$ cat config.mk
export PLATFORM = sky130hd
export DESIGN_NAME = rpn_display_driver
export DESIGN_NICKNAME = d
export VERILOG_FILES = /design/src/rtl/display_pkg.sv /design/src/rtl/bin2bcd_dd.sv /design/src/rtl/rpn_display_driver.sv
export SDC_FILE = /design/constraint.sdc
export NUM_CORES = 1
export LEC_CHECK = 0
export ABC_AREA = 0
export ABC_CLOCK_PERIOD_IN_PS = 2300
export BUFFER_PORTS_ARGS = -buffer_cell sky130_fd_sc_hd__buf_2
export CORE_ASPECT_RATIO = 0.75
export CORE_MARGIN = 1
export CORE_UTILIZATION = 50
export DETAILED_ROUTE_END_ITERATION = 10
export GPL_TIMING_DRIVEN = 0
export PLACE_DENSITY = 0.82
export SLEW_MARGIN = 5
export SYNTH_ARGS = -nofsm -noshare
export SYNTH_HDL_FRONTEND = slang
export SYNTH_SLANG_ARGS = --single-unit
export TNS_END_PERCENT = 20
$ cat constraint.sdc
create_clock -name clk -period 2.3 [get_ports clk]
set_clock_uncertainty 0.1 [all_clocks]
set_input_delay 0.46 -clock clk [delete_from_list [all_inputs] [get_ports clk]]
set_output_delay 0.46 -clock clk [all_outputs]
set_load 0.01 [all_outputs]
$ cat src/rtl/display_pkg.sv
// Shared types, constants and glyph decoder for the RPN seven-segment display driver.
package display_pkg;

  typedef enum logic [1:0] {IDLE, SHIFT, DONE} dd_state_t;

  localparam logic [6:0] SEG_BLANK  = 7'h7F;
  localparam int         N_DIGITS   = 8;
  localparam int         BCD_DIGITS = 5;

  // Active-low {g,f,e,d,c,b,a} glyph for a hex nibble.
  function automatic logic [6:0] seg_glyph(input logic [3:0] n);
    case (n)
      4'h0: seg_glyph = 7'h40;
      4'h1: seg_glyph = 7'h79;
      4'h2: seg_glyph = 7'h24;
      4'h3: seg_glyph = 7'h30;
      4'h4: seg_glyph = 7'h19;
      4'h5: seg_glyph = 7'h12;
      4'h6: seg_glyph = 7'h02;
      4'h7: seg_glyph = 7'h78;
      4'h8: seg_glyph = 7'h00;
      4'h9: seg_glyph = 7'h10;
      4'hA: seg_glyph = 7'h08;
      4'hB: seg_glyph = 7'h03;
      4'hC: seg_glyph = 7'h46;
      4'hD: seg_glyph = 7'h21;
      4'hE: seg_glyph = 7'h06;
      4'hF: seg_glyph = 7'h0E;
    endcase
  endfunction

endpackage

$ cat src/rtl/bin2bcd_dd.sv
// Iterative double-dabble 16-bit binary to 5-digit BCD converter.
// Compiled only when RPN_DISPLAY_BCD_EN is defined.
`ifdef RPN_DISPLAY_BCD_EN
module bin2bcd_dd
  import display_pkg::*;
(
  input  logic                      clk,
  input  logic                      reset,
  input  logic [15:0]               value,
  output logic                      busy,
  output logic                      done,
  output logic [BCD_DIGITS*4-1:0]   bcd
);

  dd_state_t                        r_state, w_next;
  logic [15:0]                      r_shadow, r_bin;
  logic [BCD_DIGITS-1:0][3:0]       r_bcd, w_adj;
  logic [3:0]                       r_iter;
  logic                             w_change;

  assign w_change = (value != r_shadow);

  always_ff @(posedge clk) begin
    if (reset) r_state <= IDLE;
    else       r_state <= w_next;
  end

  always_comb begin
    w_next = r_state;
    case (r_state)
      IDLE:    if (w_change) w_next = SHIFT;
      SHIFT:   if (r_iter == 4'd15) w_next = DONE;
      DONE:    w_next = IDLE;
      default: w_next = IDLE;
    endcase
  end

  always_comb begin
    for (int i = 0; i < BCD_DIGITS; i++)
      w_adj[i] = (r_bcd[i] >= 4'd5) ? r_bcd[i] + 4'd3 : r_bcd[i];
  end

  always_ff @(posedge clk) begin
    if (reset) begin
      r_shadow <= '0;
      r_bin    <= '0;
      r_bcd    <= '0;
      r_iter   <= '0;
    end else begin
      case (r_state)
        IDLE: if (w_change) begin
          r_shadow <= value;
          r_bin    <= value;
          r_bcd    <= '0;
          r_iter   <= '0;
        end
        SHIFT: begin
          {r_bcd, r_bin} <= {w_adj, r_bin} << 1;
          r_iter         <= r_iter + 4'd1;
        end
        default: ;
      endcase
    end
  end

  assign busy = (r_state != IDLE);
  assign done = (r_state == DONE);
  assign bcd  = r_bcd;

endmodule
`endif

$ cat src/rtl/rpn_display_driver.sv
// 8-digit multiplexed seven-segment driver for the RPN calculator.
// RPN_DISPLAY_BCD_EN selects decimal (double-dabble) display; otherwise hex.
module rpn_display_driver
  import display_pkg::*;
#(
  parameter int COUNT_MAX = 100000
) (
  input  logic        clk,
  input  logic        reset,
  input  logic [15:0] value,
  input  logic [2:0]  status,
  output logic        busy,
  output logic [7:0]  anodes,
  output logic [6:0]  segments,
  output logic        dp
);

  localparam int CW = (COUNT_MAX > 1) ? $clog2(COUNT_MAX) : 1;
  localparam int DW = $clog2(N_DIGITS);

  logic [CW-1:0]               r_cnt;
  logic [DW-1:0]               r_dig;
  logic [BCD_DIGITS-1:0][3:0]  r_buf;
  logic [7:0]                  r_anodes;
  logic [6:0]                  r_segments;
  logic [6:0]                  w_seg;

`ifdef RPN_DISPLAY_BCD_EN
  logic                        w_done;
  logic [BCD_DIGITS-1:0][3:0]  w_bcd;
  logic [N_DIGITS-1:0]         w_nz;

  bin2bcd_dd u_bcd (
    .clk   (clk),
    .reset (reset),
    .value (value),
    .busy  (busy),
    .done  (w_done),
    .bcd   (w_bcd)
  );

  // w_nz[k]: some digit from k up to the top BCD digit is non-zero.
  always_comb begin
    w_nz = '0;
    w_nz[BCD_DIGITS-1] = |r_buf[BCD_DIGITS-1];
    for (int k = BCD_DIGITS - 2; k >= 0; k--)
      w_nz[k] = w_nz[k+1] | (|r_buf[k]);
  end
`else
  assign busy = 1'b0;
`endif

  always_comb begin
    w_seg = SEG_BLANK;
    if (r_dig == DW'(N_DIGITS - 1)) begin
      w_seg = seg_glyph({1'b0, status});
    end else if (r_dig < DW'(BCD_DIGITS)) begin
`ifdef RPN_DISPLAY_BCD_EN
      if (r_dig == '0 || w_nz[r_dig]) w_seg = seg_glyph(r_buf[r_dig]);
`else
      if (r_dig != DW'(BCD_DIGITS - 1)) w_seg = seg_glyph(r_buf[r_dig]);
`endif
    end
  end

  always_ff @(posedge clk) begin
    if (reset) begin
      r_cnt      <= '0;
      r_dig      <= '0;
      r_buf      <= '0;
      r_anodes   <= 8'hFF;
      r_segments <= SEG_BLANK;
    end else begin
      if (r_cnt == CW'(COUNT_MAX - 1)) begin
        r_cnt <= '0;
        r_dig <= r_dig + 1'b1;
      end else begin
        r_cnt <= r_cnt + 1'b1;
      end
`ifdef RPN_DISPLAY_BCD_EN
      if (w_done) r_buf <= w_bcd;
`else
      r_buf <= {4'h0, value};
`endif
      // Anode and segment registers share one edge, so no ghost cycle.
      r_anodes   <= ~(8'h01 << r_dig);
      r_segments <= w_seg;
    end
  end

  assign anodes   = r_anodes;
  assign segments = r_segments;
  assign dp       = 1'b1;

endmodule

Word-level counts from Yosys, hierarchy flattened
Memory sizes are Yosys's and may differ from the RTL's.
Cells that the tools add are included.
{"block": "word_totals", "memories": 2, "register_bits": 55, "word_cells": 26, "input_bits": 21, "romBits": 168, "output_inout_bits": 17}
{"name": "(no name shown)", "words": 16, "word_bits": 7, "rd": 1, "rd_clocked_by_memory_dff": 0, "wr": 0, "line": "display_pkg.sv:12", "text": "case (n)"}
{"name": "(no name shown)", "words": 8, "word_bits": 7, "rd": 1, "rd_clocked_by_memory_dff": 0, "wr": 0, "line": "display_pkg.sv:12"}
{"block": "classes", "bitwise_logic": 1, "addsub": 2, "shifts": 1, "n_eq_ne": 3, "muxes": 5, "reduce_logical": 1, "n_lt_le_gt_ge": 2}
{"operator": "7-bit two-way mux", "count": 3}
{"operator": "17-bit by 1-bit adder with 17-bit output (second input constant)", "count": 1}
{"operator": "17-bit == test (second input constant)", "count": 1}
{"operator": "4-bit binary-select mux with 3-bit select", "count": 1}
{"operator": "8-bit inverter", "count": 1}
{"operator": "1-bit by 3-bit << shifter with 8-bit output (first input constant)", "count": 1}
{"operator": "3-bit by 4-bit less-than comparator with 1-bit output (second input constant)", "count": 1}
{"operator": "4-bit two-way mux", "count": 1}
{"operator": "3-bit by 1-bit adder with 3-bit output (second input constant)", "count": 1}
{"operator": "3-bit == test (second input constant)", "count": 1}
{"operator": "3-bit less-than comparator (second input constant)", "count": 1}
{"operator": "3-bit inequality test (second input constant)", "count": 1}
{"operator": "2-bit OR reduction", "count": 1}

Longest topological paths before layout
Gate-level depths: netlist of run 1.
An unclocked memory read counts as a cell.
{"block": "logic_depth", "depth_word": 6, "depth_mapped": 9, "mapped_depth_nobuf": 8}

Least setup slack after synthesis of run 1
No wires, ideal clock.
{"block": "synth_timing", "kind": "register -> register", "from": "register r_dig[0]", "to": "register r_segments[5], in the netlist segments[5]", "setup_ps": 135, "arrival_time_ps": 2027, "path_buffers": 1, "slack_ps": 38, "required_ps": 2065, "stages_incl_launch_ff": 9, "period_less_slack_ps": 2262, "cell_sequence": "dfxtp_1 > buf_6 > mux4_2 > nand2_1 > inv_1 > ha_1 > mux2_1 > a221oi_1 > a21oi_1"}
{"block": "synth_via", "elab_chain_len": 6, "elab_cells_between_ends": 9, "cone_classes": "order compare: 1; eq/ne: 2; mux: 5; memory: 1"}
{"element": "start: declaration", "line": "rpn_display_driver.sv:22", "text": "logic [DW-1:0] r_dig;"}
{"element": "start signal: assignment", "line": "rpn_display_driver.sv:76", "text": "r_dig <= r_dig + 1'b1;"}
{"element": "4-bit binary-select mux with 3-bit select", "line": "rpn_display_driver.sv:61", "text": "if (r_dig != DW'(BCD_DIGITS - 1)) w_seg = seg_glyph(r_buf[r_dig]);"}
{"element": "4-bit two-way mux (not written as such)", "line": "rpn_display_driver.sv:61"}
{"element": "memory read 16 x 7 bit"}
{"element": "7-bit two-way mux", "line": "rpn_display_driver.sv:61"}
{"element": "7-bit two-way mux", "line": "rpn_display_driver.sv:57", "text": "end else if (r_dig < DW'(BCD_DIGITS)) begin"}
{"element": "7-bit two-way mux *", "line": "rpn_display_driver.sv:55", "text": "if (r_dig == DW'(N_DIGITS - 1)) begin"}
{"element": "end signal: assignment", "line": "rpn_display_driver.sv:87", "text": "r_segments <= w_seg;"}
{"element": "end: declaration", "line": "rpn_display_driver.sv:25", "text": "logic [6:0] r_segments;"}
Every way passes the cells marked *; elsewhere a longest branch is shown, timed or not. The select of a mux whose other input is x is not followed.
A chain may end at the register's enable or synchronous reset.

Final worst setup path of run 1
{"block": "layout_timing", "from": "register r_dig[0]", "to": "register r_segments[1], in the netlist segments[1]"}
Same word-level chain as after synthesis.

==> run_results.csv, run 1 <==
group,metric,value,unit
status,status,"completed",
timing,rsz0062_at_grt,"yes",
floorplan,rows,21,
placement,hpwlAfterDp,3.213,mm
pwr,combPwrFrac,0.104,
clocking,clockBufferDepth,2,
floorplan,die-area,0.005096,mm2
yosys,netlist_top_cells_area,"dfxtp_1, ha_1, nor2b_1, mux4_2, nor2_1",
placement,placed_cell_area,0.002648,mm2
cells_and_area,diodes,0,
drt,wl,4.310,mm
setup_path,critPathArrivalTime,2310,ps
drt,ant_nets,0,
grt,grt_pass1_vias,1513,
yosys,synth-edff-count,0,
clocking,clock-sinks,51,
placement,port_buffers,34,
clocking,cts_buffers,5,
clocking,clk-insertion-delay-late,300,ps
timing,hold_slack,265.0,ps
floorplan,io-pin-count,38,
yosys,synthesis.area,0.002406,mm2
yosys,synth-seq-cells,51,
min_path,holdPathStages,2,
yosys,synthFlopType,"dfxtp_1",
timing,drv_slew,0,
cells_and_area,fillers,381,
grt,grt-ovfl-total,0,
floorplan,fp.dieW,82.10,um
yosys,synth_largest_area_cell,"dfxtp_1",
yosys,synth-warning-count,0,
yosys,ys_types,46,
clocking,cts.htree.levels,2,
setup_path,worstSetupStartpointType,"register",
cells_and_area,final_common_cell,"dfxtp_1",
pwr,p_sw,0.3675,mW
yosys,synthArstFlopShare,0,
clocking,holdBufCountCts,0,
placement,place_congestion,0.8434,
setup_path,crit_path_end_kind,"register",
floorplan,initial_utilization,0.5293,
setup_path,setup.worst_path.class,"register to register",
grt,grt_pass1_wl,7.010,mm
cells_and_area,fin_nets,335,
timing,finalSetupViolCount,0,
pwr,p_int,1.206,mW
grt,track_usage,0.1857,
drt,drc,0,
pwr,clkPwrFrac,0.308,
yosys,yosysSeqAreaShare,0.4243,
drt,viasPerCell,5.105,
cells_and_area,area_delta_synth_final,16.95,%
pwr,powerDensity,559.0,mW/mm2
timing,hold_viol_final,0,
placement,place_inst,342,
cells_and_area,fin_area,0.002814,mm2
clocking,cts_tree,"done",
yosys,netlist.area_leader.share,0.4243,
yosys,syn-mean-instance-area,9.586,um2
setup_path,path_max_fanout,10,
timing,fin_crit,2230,ps
yosys,syn_inst,251,
timing,period_share,0.9697,
grt,antenna_found_initial,0,
clocking,cts-root-buf,"clkbuf_8",
floorplan,die_y,62.08,um
grt,grt_max_degree,15,
setup_path,worstPathRequired,2380,ps
yosys,syn-num-nets,290,
cells_and_area,fin_cells,354,
pwr,peakVddDrop,0.3714,mV
pwr,p_leak,1.151,nW
pwr,power,1.573,mW
floorplan,core,0.004546,mm2
setup_path,ff2ff_path_depth,7,
drt,drt_iter0_markers,88,
timing,clock.fmax,448.4,MHz
clocking,clk_pin_slew,80,ps
pwr,p_seq_frac,0.588,
flow_run,max-cap-violations,0,
cells_and_area,drive_gt1_frac,0.2727,
timing,setup_tns,0,ps
drt,firstDrtPassIters,4,
min_path,hp-class,"input pin to register",
drt,vias,1807,
cells_and_area,layout_common_cells,"dfxtp_1, buf_2, nor2_1",
pwr,switching_share,0.2336,
drt,avgRoutedWirePerCell,12.18,um
timing repair:
action,CTS,global route
pin swaps,1,2
resized for setup,9,9
setup endpoints to repair,6,15
setup buffers,5,0
Yosys cell counts (3+ instances only):
| cell | number |
|---|---|
| mux4_2 | 4 |
| a21oi_1 | 11 |
| nor3_1 | 5 |
| xor2_1 | 6 |
| clkbuf_1 | 6 |
| mux2_2 | 3 |
| or3_1 | 5 |
| xnor2_1 | 6 |
| nor2_1 | 21 |
| dfxtp_1 | 51 |
| nor2b_1 | 17 |
| nand3_1 | 6 |
| o21ai_0 | 7 |
| inv_1 | 15 |
| nand4_1 | 3 |
| ha_1 | 18 |
| nand2_1 | 17 |
| nand2b_1 | 4 |
| nor4b_1 | 3 |
| mux2i_1 | 4 |
| buf_2 | 4 |
area by class of cell:
class / count / area (um2) / share of cell area
Tap cell: 57 / 71.32 / 0.02534
Inverter: 16 / 61.31 / 0.02179
Clock inverter: 1 / 5.005 / 0.001779
Clock buffer: 7 / 76.32 / 0.02712
Buffer: 12 / 68.82 / 0.02446
Sequential cell: 51 / 1023 / 0.3637
Timing Repair Buffer: 39 / 207.7 / 0.07381
Multi-Input combinational cell: 171 / 1300 / 0.4620
worst max-delay path, stage by stage (launching register included):
cell      delay (ps)
dfxtp_2          340
buf_6            120
buf_4            140
mux4_2           530
buf_2            210
mux2_2           290
a311oi_2         320
a21oi_1           70
logic make-up (layout without fill, tap and decap cells):
| logic type | count (synthesis) | count (layout) | share of synthesized area |
|---|---|---|---|
| fa+ha+maj | 18 | 18 | 0.09361 |
| flops | 51 | 51 | 0.4243 |
| simple gates | 96 | 96 | 0.2273 |
| other cells | 2 | 2 | 0.003121 |
| buf+inv | 29 | 75 | 0.05356 |
| compound gates | 30 | 30 | 0.07696 |
| xor+xnor | 12 | 12 | 0.04368 |
| mux | 13 | 13 | 0.07748 |
routing by layer:
metal | part of all wire | GRT usage | vias to the layer above
li1 | - | - | 938
met5 | 0 | 0 | -
met1 | 0.52 | 0.2717 | 797
met3 | 0.060 | 0.04964 | 5
met4 | 0.0044 | 0.05263 | 0
met2 | 0.41 | 0.2680 | 67
metrics by stage:
step,util,worst slack (ps)
finish,0.6190,69.77
global route,0.6190,-6.187
CTS,0.6144,21.81
floorplan,-,37.90
detailed placement,0.5824,-257.8
global placement,0.5824,-185.9
state kept, by name (all words and copies together), names as in the netlist:
name / count
anodes: 8
r_buf: 16
r_cnt: 17
r_dig: 3
segments: 7
final timing paths:
path              startpoint          end  slack, ps
setup / recovery    r_dig[0]  segments[1]         70
hold / removal      value[8]     r_buf[8]        260
setup reg to reg    r_dig[0]  segments[1]         70
hold reg to reg    r_cnt[16]    r_cnt[16]        390
power by group through the flow:
stage	registers (mW)	clock network [mW]	logic (mW)
final	0.925	0.484	0.164
after detailed placement	0.946	0	0.154
after global placement	0.945	0	0.150
after global routing	0.929	0.536	0.185
after floorplan	0.950	0	0.0980
after CTS	0.925	0.499	0.160
No activity file was read; power rests on OpenSTA's default activity.
==> run 2, diff against run 1 <==
Settings changed: CORE_UTILIZATION 50 to 30, PLACE_DENSITY 0.82 to 0.56.
==> run 2 against run 1 <==
Against the previous run:
- via count hardly changed
- critical endpoint is now segments[5]
- sequential share of layout area fell by 0.96 points
- sequential cell count stayed put
- clock power rose by 2%
- routed wire length is 12% higher
- design area grew 2.6%
- non-clock buffer count increased by 2
- largest power group unchanged
- clock-buffer cell count decreased by 1
==> run_results.csv, run 2 (synthesized netlist as in run 1, its figures left out) <==
group,metric,value,unit
status,status,"completed",
drt,wl,4.808,mm
grt,grt_max_degree,16,
clocking,cts_buffers,5,
placement,port_buffers,34,
grt,track_usage,0.1211,
placement,place_congestion,0.8127,
clocking,clk-insertion-delay-late,300,ps
setup_path,critPathArrivalTime,2340,ps
cells_and_area,largest_register_ffs,17,
drt,avgRoutedWirePerCell,12.02,um
floorplan,core,0.007533,mm2
setup_path,ff2ff_path_depth,7,
setup_path,setup.worst_path.class,"register to register",
grt,antenna_found_initial,0,
cells_and_area,final_common_cell,"dfxtp_1",
setup_path,worstSetupStartpointType,"register",
placement,hpwlAfterDp,3.511,mm
pwr,p_leak,1.159,nW
timing,drv_slew,0,
drt,vias,1806,
min_path,hp-class,"input pin to register",
cells_and_area,fin_area,0.002887,mm2
clocking,cts-root-buf,"clkbuf_8",
drt,drt_iter0_markers,72,
timing,rsz0062_at_grt,"yes",
cells_and_area,drive_gt1_frac,0.2776,
floorplan,die_y,79.56,um
floorplan,fp.dieW,105.4,um
cells_and_area,fin_nets,337,
clocking,clockBufferDepth,2,
timing,hold_viol_final,0,
clocking,holdBufCountCts,0,
clocking,clk_pin_slew,90,ps
cells_and_area,diodes,0,
clocking,cts.htree.levels,2,
floorplan,io-pin-count,38,
drt,ant_nets,0,
pwr,peakVddDrop,0.2074,mV
setup_path,path_max_fanout,4,
setup_path,crit_path_end_kind,"register",
timing,finalWorstSetupSlack,40.78,ps
timing,slew_headroom,0.6629,
grt,grt_pass1_wl,7.886,mm
floorplan,die-area,0.008386,mm2
timing,clock.fmax,442.6,MHz
grt,grt-ovfl-total,0,
grt,grt_pass1_vias,1607,
drt,drc,0,
clocking,cts_tree,"done",
floorplan,initial_utilization,0.3194,
cells_and_area,regMostFlops,"r_cnt",
floorplan,rows,27,
timing,fin_crit,2259,ps
placement,placed_cell_area,0.002703,mm2
timing,period_share,0.9823,
flow_run,max-cap-violations,0,
cells_and_area,layout_common_cells,"dfxtp_1, buf_2, nor2_1",
pwr,powerDensity,550.7,mW/mm2
drt,viasPerCell,4.515,
placement,dp_slack,-293.5,ps
setup_path,worstPathRequired,2380,ps
cells_and_area,area_delta_synth_final,19.97,%
timing,tightest_slew,505.6,ps
min_path,holdPathStages,2,
timing,finalSetupViolCount,0,
clocking,clock-sinks,51,
drt,firstDrtPassIters,4,
[run 2: cell types whose count changed in the layout (fill, tap and decap cells not counted)]
cell	before	now
clkinvlp_4	0	1
buf_4	7	9
clkbuf_1	6	5
dfxtp_2	2	1
dfxtp_1	49	50
[run 2: metrics by stage]
stage	power (mW)	TNS [ps]	util	hold WS (ps)	std cells
6_report	1.590	0	0.3832	262.3	400
5_1_grt	1.687	-126.2	0.3832	242.9	400
4_1_cts	1.615	0	0.3805	248.4	401
3_5_place_dp	1.103	-701.8	0.3587	372.2	386
3_3_place_gp	1.101	-478.9	0.3587	367.1	386
2_1_floorplan	1.048	0	-	341.7	251
[run 2: worst paths after layout]
kind | start | end | slack (ps)
hold / removal | value[11] | r_buf[11] | 260
hold reg to reg | r_cnt[16] | r_cnt[16] | 390
setup / recovery | r_dig[0] | segments[5] | 40
setup reg to reg | r_dig[0] | segments[5] | 40
[run 2: final cells by class]
cell class | instances | area, um2
fill | 765 | 4647
multi-input combinational | 171 | 1300
sequential | 51 | 1022
timing repair buffer | 41 | 222.7
tap | 101 | 126.4
clock buffer | 6 | 72.57
buffer | 12 | 68.82
inverter | 16 | 61.31
clock inverter | 2 | 12.51
[run 2: repair_timing]
action | in CTS | in global routing
endpoints found under the setup margin | 6 | 15
buffers inserted | 7 | 0
pin swaps | 2 | 1
gates resized for setup | 9 | 8
gates cloned | 0 | 0
[run 2: layer usage]
| metal | vias to the layer above | share of wire | track usage |
|---|---|---|---|
| met4 | 0 | 0.012 | 0.04225 |
| met1 | 808 | 0.55 | 0.1814 |
| met5 | - | 0 | 0 |
| li1 | 941 | - | - |
| met2 | 52 | 0.38 | 0.1638 |
| met3 | 5 | 0.053 | 0.03020 |
[run 2: where the power goes]
group          leakage (nW)  switching [mW]  internal [mW]
registers             0.420          0.0121          0.913
logic                 0.698          0.0897         0.0807
clock network        0.0412           0.281          0.213
[run 2: critical path, stage by stage, from the launching register on]
cell and delay [ps]:
dfxtp_2 350, buf_6 120, mux4_2 510, and2_4 190
ha_2 210, mux2_4 280, a221oi_2 320, a21oi_1 70
